$ cat src/rtl/watering_request_ctrl.sv
// Irrigation request initiator: hysteresis, min/max on-time, post-watering cooldown, latched tank fault.
// Optional build macro RAIN_LOCKOUT_EN adds a rain_detect input that blocks or ends watering.
module watering_request_ctrl #(
   parameter int unsigned MOIST_W  = 8,
   parameter int unsigned LOW_TH   = 64,
   parameter int unsigned HIGH_TH  = 160,
   parameter int unsigned DEEP_TH  = 32,
   parameter int unsigned MIN_ON   = 16,
   parameter int unsigned MAX_ON   = 1024,
   parameter int unsigned COOLDOWN = 256,
   parameter int unsigned CNT_W    = 16
) (
   input  logic               clock,
   input  logic               reset,
   input  logic               tick,
   input  logic               sample_valid,
   input  logic [MOIST_W-1:0] moisture,
   input  logic               tank_empty,
   input  logic               fault_clr,
`ifdef RAIN_LOCKOUT_EN
   input  logic               rain_detect,
`endif
   output logic               watering,
   output logic               splinker_switch,
   output logic               dripper_switch,
   output logic               fault,
   output logic [7:0]         cycles_done
);

   typedef enum logic [1:0] {
      IDLE  = 2'd0,
      WATER = 2'd1,
      COOL  = 2'd2,
      FAULT = 2'd3
   } state_t;

   localparam logic [MOIST_W-1:0] LOW_Q   = MOIST_W'(LOW_TH);
   localparam logic [MOIST_W-1:0] HIGH_Q  = MOIST_W'(HIGH_TH);
   localparam logic [MOIST_W-1:0] DEEP_Q  = MOIST_W'(DEEP_TH);
   localparam logic [CNT_W-1:0]   MIN_Q   = CNT_W'(MIN_ON);
   localparam logic [CNT_W-1:0]   MAX_Q   = CNT_W'(MAX_ON);
   localparam logic [CNT_W-1:0]   COOL_Q  = CNT_W'(COOLDOWN);
   localparam logic [CNT_W-1:0]   CNT_SAT = {CNT_W{1'b1}};

   state_t             state;
   logic [MOIST_W-1:0] moist_q;
   logic               seen;
   logic [CNT_W-1:0]   cnt;
   logic               rain_c;
   logic               stop_c;
   logic               deep_c;
   logic [CNT_W-1:0]   cnt_next_c;

`ifdef RAIN_LOCKOUT_EN
   assign rain_c = rain_detect;
`else
   assign rain_c = 1'b0;
`endif

   // Decisions always use the registered sample, so a new sample acts one cycle later.
   assign stop_c     = ((cnt >= MIN_Q) && (moist_q >= HIGH_Q)) || (cnt == MAX_Q);
   assign deep_c     = (moist_q < DEEP_Q);
   assign cnt_next_c = (tick && (cnt != CNT_SAT)) ? cnt + CNT_W'(1) : cnt;

   // Request outputs are written on the same edge as the state so watering and the switch pair move together.
   always_ff @(posedge clock or posedge reset) begin
      if (reset) begin
         state           <= IDLE;
         moist_q         <= '1;
         seen            <= 1'b0;
         cnt             <= '0;
         watering        <= 1'b0;
         splinker_switch <= 1'b0;
         dripper_switch  <= 1'b0;
         fault           <= 1'b0;
         cycles_done     <= '0;
      end else begin
         if (sample_valid) begin
            moist_q <= moisture;
            seen    <= 1'b1;
         end

         case (state)
            IDLE: begin
               if (tank_empty) begin
                  state <= FAULT;
                  cnt   <= '0;
                  fault <= 1'b1;
               end else if (seen && (moist_q < LOW_Q) && !rain_c) begin
                  state           <= WATER;
                  cnt             <= '0;
                  watering        <= 1'b1;
                  splinker_switch <= deep_c;
                  dripper_switch  <= !deep_c;
               end
            end

            WATER: begin
               if (tank_empty) begin
                  state           <= FAULT;
                  cnt             <= '0;
                  fault           <= 1'b1;
                  watering        <= 1'b0;
                  splinker_switch <= 1'b0;
                  dripper_switch  <= 1'b0;
               end else if (rain_c || stop_c) begin
                  state           <= COOL;
                  cnt             <= '0;
                  watering        <= 1'b0;
                  splinker_switch <= 1'b0;
                  dripper_switch  <= 1'b0;
                  if (cycles_done != 8'hFF) begin
                     cycles_done <= cycles_done + 8'd1;
                  end
               end else begin
                  cnt <= cnt_next_c;
               end
            end

            COOL: begin
               if (tank_empty) begin
                  state <= FAULT;
                  cnt   <= '0;
                  fault <= 1'b1;
               end else if (cnt == COOL_Q) begin
                  state <= IDLE;
               end else begin
                  cnt <= cnt_next_c;
               end
            end

            FAULT: begin
               if (fault_clr && !tank_empty) begin
                  state <= IDLE;
                  fault <= 1'b0;
               end
            end

            default: begin
               state           <= IDLE;
               cnt             <= '0;
               watering        <= 1'b0;
               splinker_switch <= 1'b0;
               dripper_switch  <= 1'b0;
               fault           <= 1'b0;
            end
         endcase
      end
   end

endmodule
$ cat config.mk
export PLATFORM = sky130hd
export DESIGN_NAME = watering_request_ctrl
export DESIGN_NICKNAME = d
export VERILOG_FILES = /design/src/rtl/watering_request_ctrl.sv
export SDC_FILE = /design/constraint.sdc
export NUM_CORES = 1
export LEC_CHECK = 0
export CORE_ASPECT_RATIO = 0.75
export CORE_MARGIN = 1
export CORE_UTILIZATION = 57
export CTS_BUF_LIST = sky130_fd_sc_hd__clkbuf_8
export CTS_CLUSTER_DIAMETER = 80
export CTS_CLUSTER_SIZE = 16
export DETAILED_ROUTE_END_ITERATION = 7
export DONT_BUFFER_PORTS = 1
export HOLD_SLACK_MARGIN = 0.08
export PLACE_DENSITY = 0.77
export REMOVE_ABC_BUFFERS = 1
export SYNTH_ARGS = -nofsm -noshare
export SYNTH_HDL_FRONTEND = slang
export SYNTH_SLANG_ARGS = --single-unit
$ cat constraint.sdc
create_clock -name clock -period 4.6 [get_ports clock]
set_input_delay 0.46 -clock clock [delete_from_list [all_inputs] [get_ports clock]]
set_output_delay 0.46 -clock clock [all_outputs]
set_load 0.1 [all_outputs]
======== After elaboration in Yosys (flattened, before gate mapping) ========
Index checks and enable logic that the tools add are counted.
storage, ports and cells
  register bits ........................... 39
  logic and storage cells ................. 77
cells by class
  add/sub/neg operators ................... 2
  magnitude comparators ................... 4
  eq/ne operators ......................... 15
  multiplexer cells ....................... 30
  bitwise operators ....................... 1
  reduce and logical (&&, ||, !) cells .... 16
operators by type and width
  cell                     count
  $mux W16                 7
  $pmux W16 S3             1
  $add A16 B1 Y16 const B  1
  $eq A16 B11 Y1 const B   1
  $eq A16 B9 Y1 const B    1
  $ge A16 B5 Y1 const B    1
  $ne A16 B16 Y1 const B   1
  $mux W2                  7
  $ne A3 B3 Y1 const B     4
  $reduce_and A4 Y1        3
  $mux W1                  10
  $add A8 B1 Y8 const B    1
  $ge A8 B8 Y1 const B     1
  $lt A8 B6 Y1 const B     1
  $lt A8 B7 Y1 const B     1
  $ne A8 B8 Y1 const B     1
  $pmux W1 S2              4
  $pmux W2 S4              1
  $ne A2 B2 Y1 const B     3
  $eq A2 B2 Y1 const B     2
  $logic_and A1 B1 Y1      4
  $reduce_and A3 Y1        1
  $reduce_bool A3 Y1       1
  $reduce_or A3 Y1         1
  8 further kinds          9

======== Longest topological paths before layout ========
  depth in word-level cells ............... 6
  mapped depth ............................ 8
  gate-level depth less buffers ........... 7

======== Least setup slack after synthesis ========
OpenSTA, ideal clock, no wires.
  kind .................................... register -> register
  start point ............................. reg cycles_done[2]
  end point ............................... reg cycles_done[1]
  library setup time ...................... 0.126 ns
  arrival time ............................ 2.132 ns
  data required time ...................... 4.474 ns
  slack ................................... 2.342 ns
  cell stages (with the launch flop) ...... 6
  clock period less this slack ............ 2.258 ns
  path through ............................ dfrtp_1 > and3_1 > and3_1 > a31oi_1 > nand2_1 > mux2_2
between the ends
  longest elaborated chain between the ends .. 2
ends and longest elaborated chain
  element                      RTL line  RTL
  start, declared              27        output logic [7:0] cycles_done
  start signal, assigned       113       cycles_done <= cycles_done + 8'd1;
  $ne A8 B8 Y1                 112       if (cycles_done != 8'hFF) begin
  $reduce_and A4 Y1 (no line)  --
Every way passes these cells.
A chain may end at the register's enable or synchronous reset.

======== Worst setup path after layout ========
  start point ............................. reg cnt[0]
  end point ............................... reg cnt[12]
between the ends
  longest elaborated chain between the ends .. 6
  elaborated cells between the ends (all ways) .. 16
ends and longest elaborated chain
  element                                                 RTL line  RTL
  start, declared                                         48        logic [CNT_W-1:0] cnt;
  start signal, assigned                                  116       cnt <= cnt_next_c;
  start signal, assigned                                  128       cnt <= cnt_next_c;
  $ge A16 B5 Y1 / $ne A16 B16 Y1 (equally long branches)  61, 63
  $logic_and A1 B1 Y1 (on tied branches)                  61, 63
  $logic_or A1 B1 Y1 / $mux W16 (equally long branches)   61, 63
  $mux W16 (on tied branches)                             106, 125
  $mux W16 (on tied branches)                             99, 121
  $pmux W16 S3                                            83        case (state)
Several ways; a longest one is shown, not always the timed one. The select of a mux whose other input is x is not followed.

==> flow_results.org <==
** Outcome
- Status :: finished clean

** Die
- Once the floorplan was initialized, standard cells occupied 62.60% of the core.
- The die covers 4037 sq um.
- The region available for standard cell placement spans 3446 sq um.
- Top-level I/O count :: 26
- Die span in x :: 73.04 um
- Number of standard-cell rows in the floorplan :: 18
- Vert. Die Dim :: 55.28 um

** Worst setup path
- Among cell families on the critical path, the largest total delay comes from compound AO/OA/AOI/OAI gates.
- In this run the critical register-to-register path is launched from cnt[0]$_DFFE_PP0P_.
- On the critical path, the stage with the largest delay is an instance of sky130_fd_sc_hd__o311ai_4.
- In this run the register-to-register setup slack is 1830 ps.
- The signal on the critical path passes through inv_1, ha_1, nor3b_1, nand3b_1, o311ai_4, o21ai_0, a211oi_1.
- Along the worst path, the maximum fanout reaches 28.
- Worst Path Buf+Inv :: 1
- Type of element launching the critical path :: flop
- Reg2Reg Capture Point :: cnt[12]$_DFFE_PP0P_
- Measured in cells, the most critical reg-to-reg path has a length of 7.
- Delay of the slowest cell on the worst path :: 860 ps
- The critical path is of the flop to flop type.
- For the worst setup path, the data arrival time is 2970 ps.
- STA classifies the critical path endpoint as a flop.
- Data on the critical path is required at its endpoint by 4800 ps.

** Global routing
- Global routing usage on met1 :: 34.88%
- Entering global routing, the biggest net connects 35 pins.
- The first global-routing pass estimated 8528 um of wire.
- Global routing used 27.48% of the available tracks.
- For this run, global-route usage on met3 was measured as 9.854%.
- Antenna violations before repair :: 0
- Vias in the first global route :: 1802
- Remaining global-route overflow :: 0
- For met2 alone, demand over resource in global routing was 43.12%.
- Most crowded layer after global routing :: met2

** Timing
- Part of the cycle the worst path needs :: 60.28%
- Actual slew at the worst max-slew pin :: 1001 ps
- Measured against its own limit, the worst slew margin works out to 33.26%.
- Final slew viol count :: 0
- Final worst slack :: 1827 ps
- Across the routed clock network, the largest skew measured is 9.160 ps.
- Unrepaired setup endpoints after global routing :: no
- Post-Route Setup TNS :: 0 ps
- Setup violations remaining at the end of the flow were counted as 0.
- Number of hold violations in the final report :: 0
- For this run, the top clock speed supported by timing is 0.3606 GHz.
- The routed design could run at a clock period as short as 2773 ps.

** Route
- The first detailed-routing pass ran for 4 iterations.
- Ratio of routed vias to standard cells :: 6.817
- Routed via count :: 1827
- The count of nets left with antenna violations once routing finished came out at 0.
- After detailed routing, the total wire length is 4981 um.
- In this run, the number of DRC markers left after iteration 0 of detailed routing was 126.
- Routed len/inst :: 18.59 um
- After detailed routing, the number of remaining DRC violations is 0.

** Placement
- After legalization and detailed placement, the total HPWL measured 3467 um.
- Placed insts :: 260
- Placement-stage worst setup slack :: 2033 ps
- Routability-driven placement congestion ratio :: 0.8718
- Port buffering added 0 buffers.

** Cells and area
- The post-route netlist has 16.06% of its cells at a drive strength greater than 1.
- Once layout is complete, the cells apart from fillers number 268.
- Compared with the post-synthesis result, the final layout area differs by 6.265%.
- For this run, the post-layout net count is 240.
- At the end of the flow the core is filled with cells to 66.52%.
- The repair_antennas step left the layout with diodes totalling 0.

** Clocking
- For this design, the CTS-stage hold fixing added 0 buffers.
- In this run the number of H-tree levels came out at 2.
- The root buffer cell chosen for the clock tree is sky130_fd_sc_hd__clkbuf_8.
- TritonCTS Buffers :: 5
- TritonCTS clock tree :: done
- In this run the deepest clock path goes through 2 buffers.
- Number of instances resized during post-cts repair :: 0
- Post-CTS setup repair buffer count :: 0
- Insertion delay of the later-clocked pin in the worst-skew pair :: 290 ps
- Sinks on the clock net :: 34
- Clock-pin slew of the registers on the worst-case setup and hold paths :: 80 ps

** Synth
- Number of warnings printed during yosys synthesis :: 0
- Synth Cell Area :: 2157 sq um
- The share of the Yosys chip area taken by registers is 39.62%.
- Mean Syn Cell Area :: 10.08 sq um
- In the synthesized netlist the async set-or-reset flop fraction comes to 100.0%.
- Yosys mapped a number of flops with a built-in enable equal to 0.
- FF+latch count, synth :: 34
- After technology mapping, the gate count stands at 214.
- Leading register cell type out of synthesis :: sky130_fd_sc_hd__dfrtp_1
- Counting distinct cell types in the post-synthesis netlist gives 50.

** Hold path
- Hold WC Path Type :: primary input to async pin

** Power
- Power per standard cell area :: 449.7 nW/um^2
- IR analysis of the VDD net gives a maximum drop of 0.2112 mV.
- The analysis attributes to cell leakage a power of 0.8583 nW.

** Run
- Count of max-cap constraint violations :: 0
[logic make-up after synthesis]
logic type	share of synthesized area (%)
XOR/XNOR	2.842
multiplexers	3.016
buffers and inverters	4.002
adder cells (fa/ha/maj)	5.221
AND/OR/NAND/NOR	24.01
flip-flops	39.62
AO/OA/AOI/OAI	21.29
[cell type report]
class,count,area [sq um]
multi-input cells,162,1216
fillers,278,1154
flip-flops and latches,34,854.6
clock buffers,6,82.58
well taps,50,62.56
inverters,11,41.29
repair buffers,3,22.52
clock inverters,2,12.51
[worst max path at each step]
stage / endpoint / startpoint / cells past startpoint
2_1_floorplan: cnt[0]$_DFFE_PP0P_ / state[0]$_DFFE_PP0P_ / 6
3_3_place_gp: cnt[11]$_DFFE_PP0P_ / cnt[0]$_DFFE_PP0P_ / 7
3_5_place_dp: cnt[5]$_DFFE_PP0P_ / cnt[0]$_DFFE_PP0P_ / 7
4_1_cts: cnt[5]$_DFFE_PP0P_ / cnt[0]$_DFFE_PP0P_ / 7
5_1_grt: cnt[13]$_DFFE_PP0P_ / cnt[0]$_DFFE_PP0P_ / 7
6_report: cnt[12]$_DFFE_PP0P_ / cnt[0]$_DFFE_PP0P_ / 7
[where the power goes]
group / switching [mW] / internal (mW) / leakage, nW
Clock: 0.113 / 0.120 / 0.0472
Combinational: 0.242 / 0.126 / 0.367
Sequential: 0.104 / 0.325 / 0.444
Total: 0.459 / 0.571 / 0.858
[flip-flops by register name, summed over array words and instances (netlist names)]
name	flops
cnt	16
cycles_done	8
dripper_switch	1
fault	1
moist_q	3
seen	1
splinker_switch	1
state	2
watering	1
[cell usage in the layout (no fill, tap or decap), types with 3 or more instances in the layout]
cell type | Yosys | final
sky130_fd_sc_hd__ha_1 | 9 | 9
sky130_fd_sc_hd__mux2_2 | 4 | 4
sky130_fd_sc_hd__or2_2 | 3 | 3
sky130_fd_sc_hd__nand3_1 | 8 | 8
sky130_fd_sc_hd__and3_1 | 7 | 7
sky130_fd_sc_hd__dfstp_2 | 3 | 3
sky130_fd_sc_hd__dfrtp_1 | 31 | 31
sky130_fd_sc_hd__o41ai_1 | 3 | 3
sky130_fd_sc_hd__a211oi_1 | 15 | 15
sky130_fd_sc_hd__o21ai_0 | 9 | 9
sky130_fd_sc_hd__o31ai_1 | 8 | 8
sky130_fd_sc_hd__or4_1 | 8 | 8
sky130_fd_sc_hd__xnor2_1 | 7 | 7
sky130_fd_sc_hd__a211oi_2 | 3 | 3
sky130_fd_sc_hd__inv_1 | 11 | 11
sky130_fd_sc_hd__buf_4 | 0 | 3
sky130_fd_sc_hd__nor2_1 | 6 | 6
sky130_fd_sc_hd__clkbuf_8 | 0 | 6
sky130_fd_sc_hd__nor3_1 | 5 | 5
sky130_fd_sc_hd__nand2_1 | 12 | 12
sky130_fd_sc_hd__a21oi_1 | 4 | 4
sky130_fd_sc_hd__nand4_1 | 9 | 9
sky130_fd_sc_hd__or3_1 | 8 | 8
[per-layer routing]
layer,up-vias,wire length [um]
met4,0,112
met3,15,310
met2,58,2355
met1,915,2203
met5,-,0
li1,839,-
[worst reg2reg max path, stage by stage, from the launching register on]
cell                       delay [ps]
sky130_fd_sc_hd__dfrtp_1          450
sky130_fd_sc_hd__inv_1            110
sky130_fd_sc_hd__ha_1             170
sky130_fd_sc_hd__nor3b_1          340
sky130_fd_sc_hd__nand3b_1         250
sky130_fd_sc_hd__o311ai_4         870
sky130_fd_sc_hd__o21ai_0          250
sky130_fd_sc_hd__a211oi_1         250
[synth_stat cells, drive strengths merged (3+ instances only)]
cell | instances | area, sq um
o21ai | 11 | 55.05
nor2 | 6 | 22.52
ha | 9 | 112.6
nand2 | 12 | 45.04
inv | 11 | 41.29
dfstp | 3 | 78.83
a211oi | 18 | 150.2
nor3 | 5 | 25.02
or2 | 3 | 18.77
and3 | 7 | 43.79
or4 | 8 | 60.06
buf | 5 | 37.53
or3 | 8 | 50.05
mux2 | 4 | 45.04
dfrtp | 31 | 775.7
and4 | 3 | 28.78
a21oi | 5 | 36.29
o31ai | 8 | 60.06
o41ai | 3 | 26.28
xnor2 | 7 | 61.31
nand4 | 9 | 56.30
nand3 | 10 | 60.06
[metrics by stage]
stage          area, sq um  hold WS (ps)  power, mW
4_1_cts               2292         171.4      1.023
3_5_place_dp          2197         477.1     0.7899
2_1_floorplan         2112         443.4     0.6853
3_3_place_gp          2197         459.1     0.7722
6_report              2292         155.6      1.031
5_1_grt               2292         196.0      1.088
Note: power is estimated with default switching activity, not from simulation.
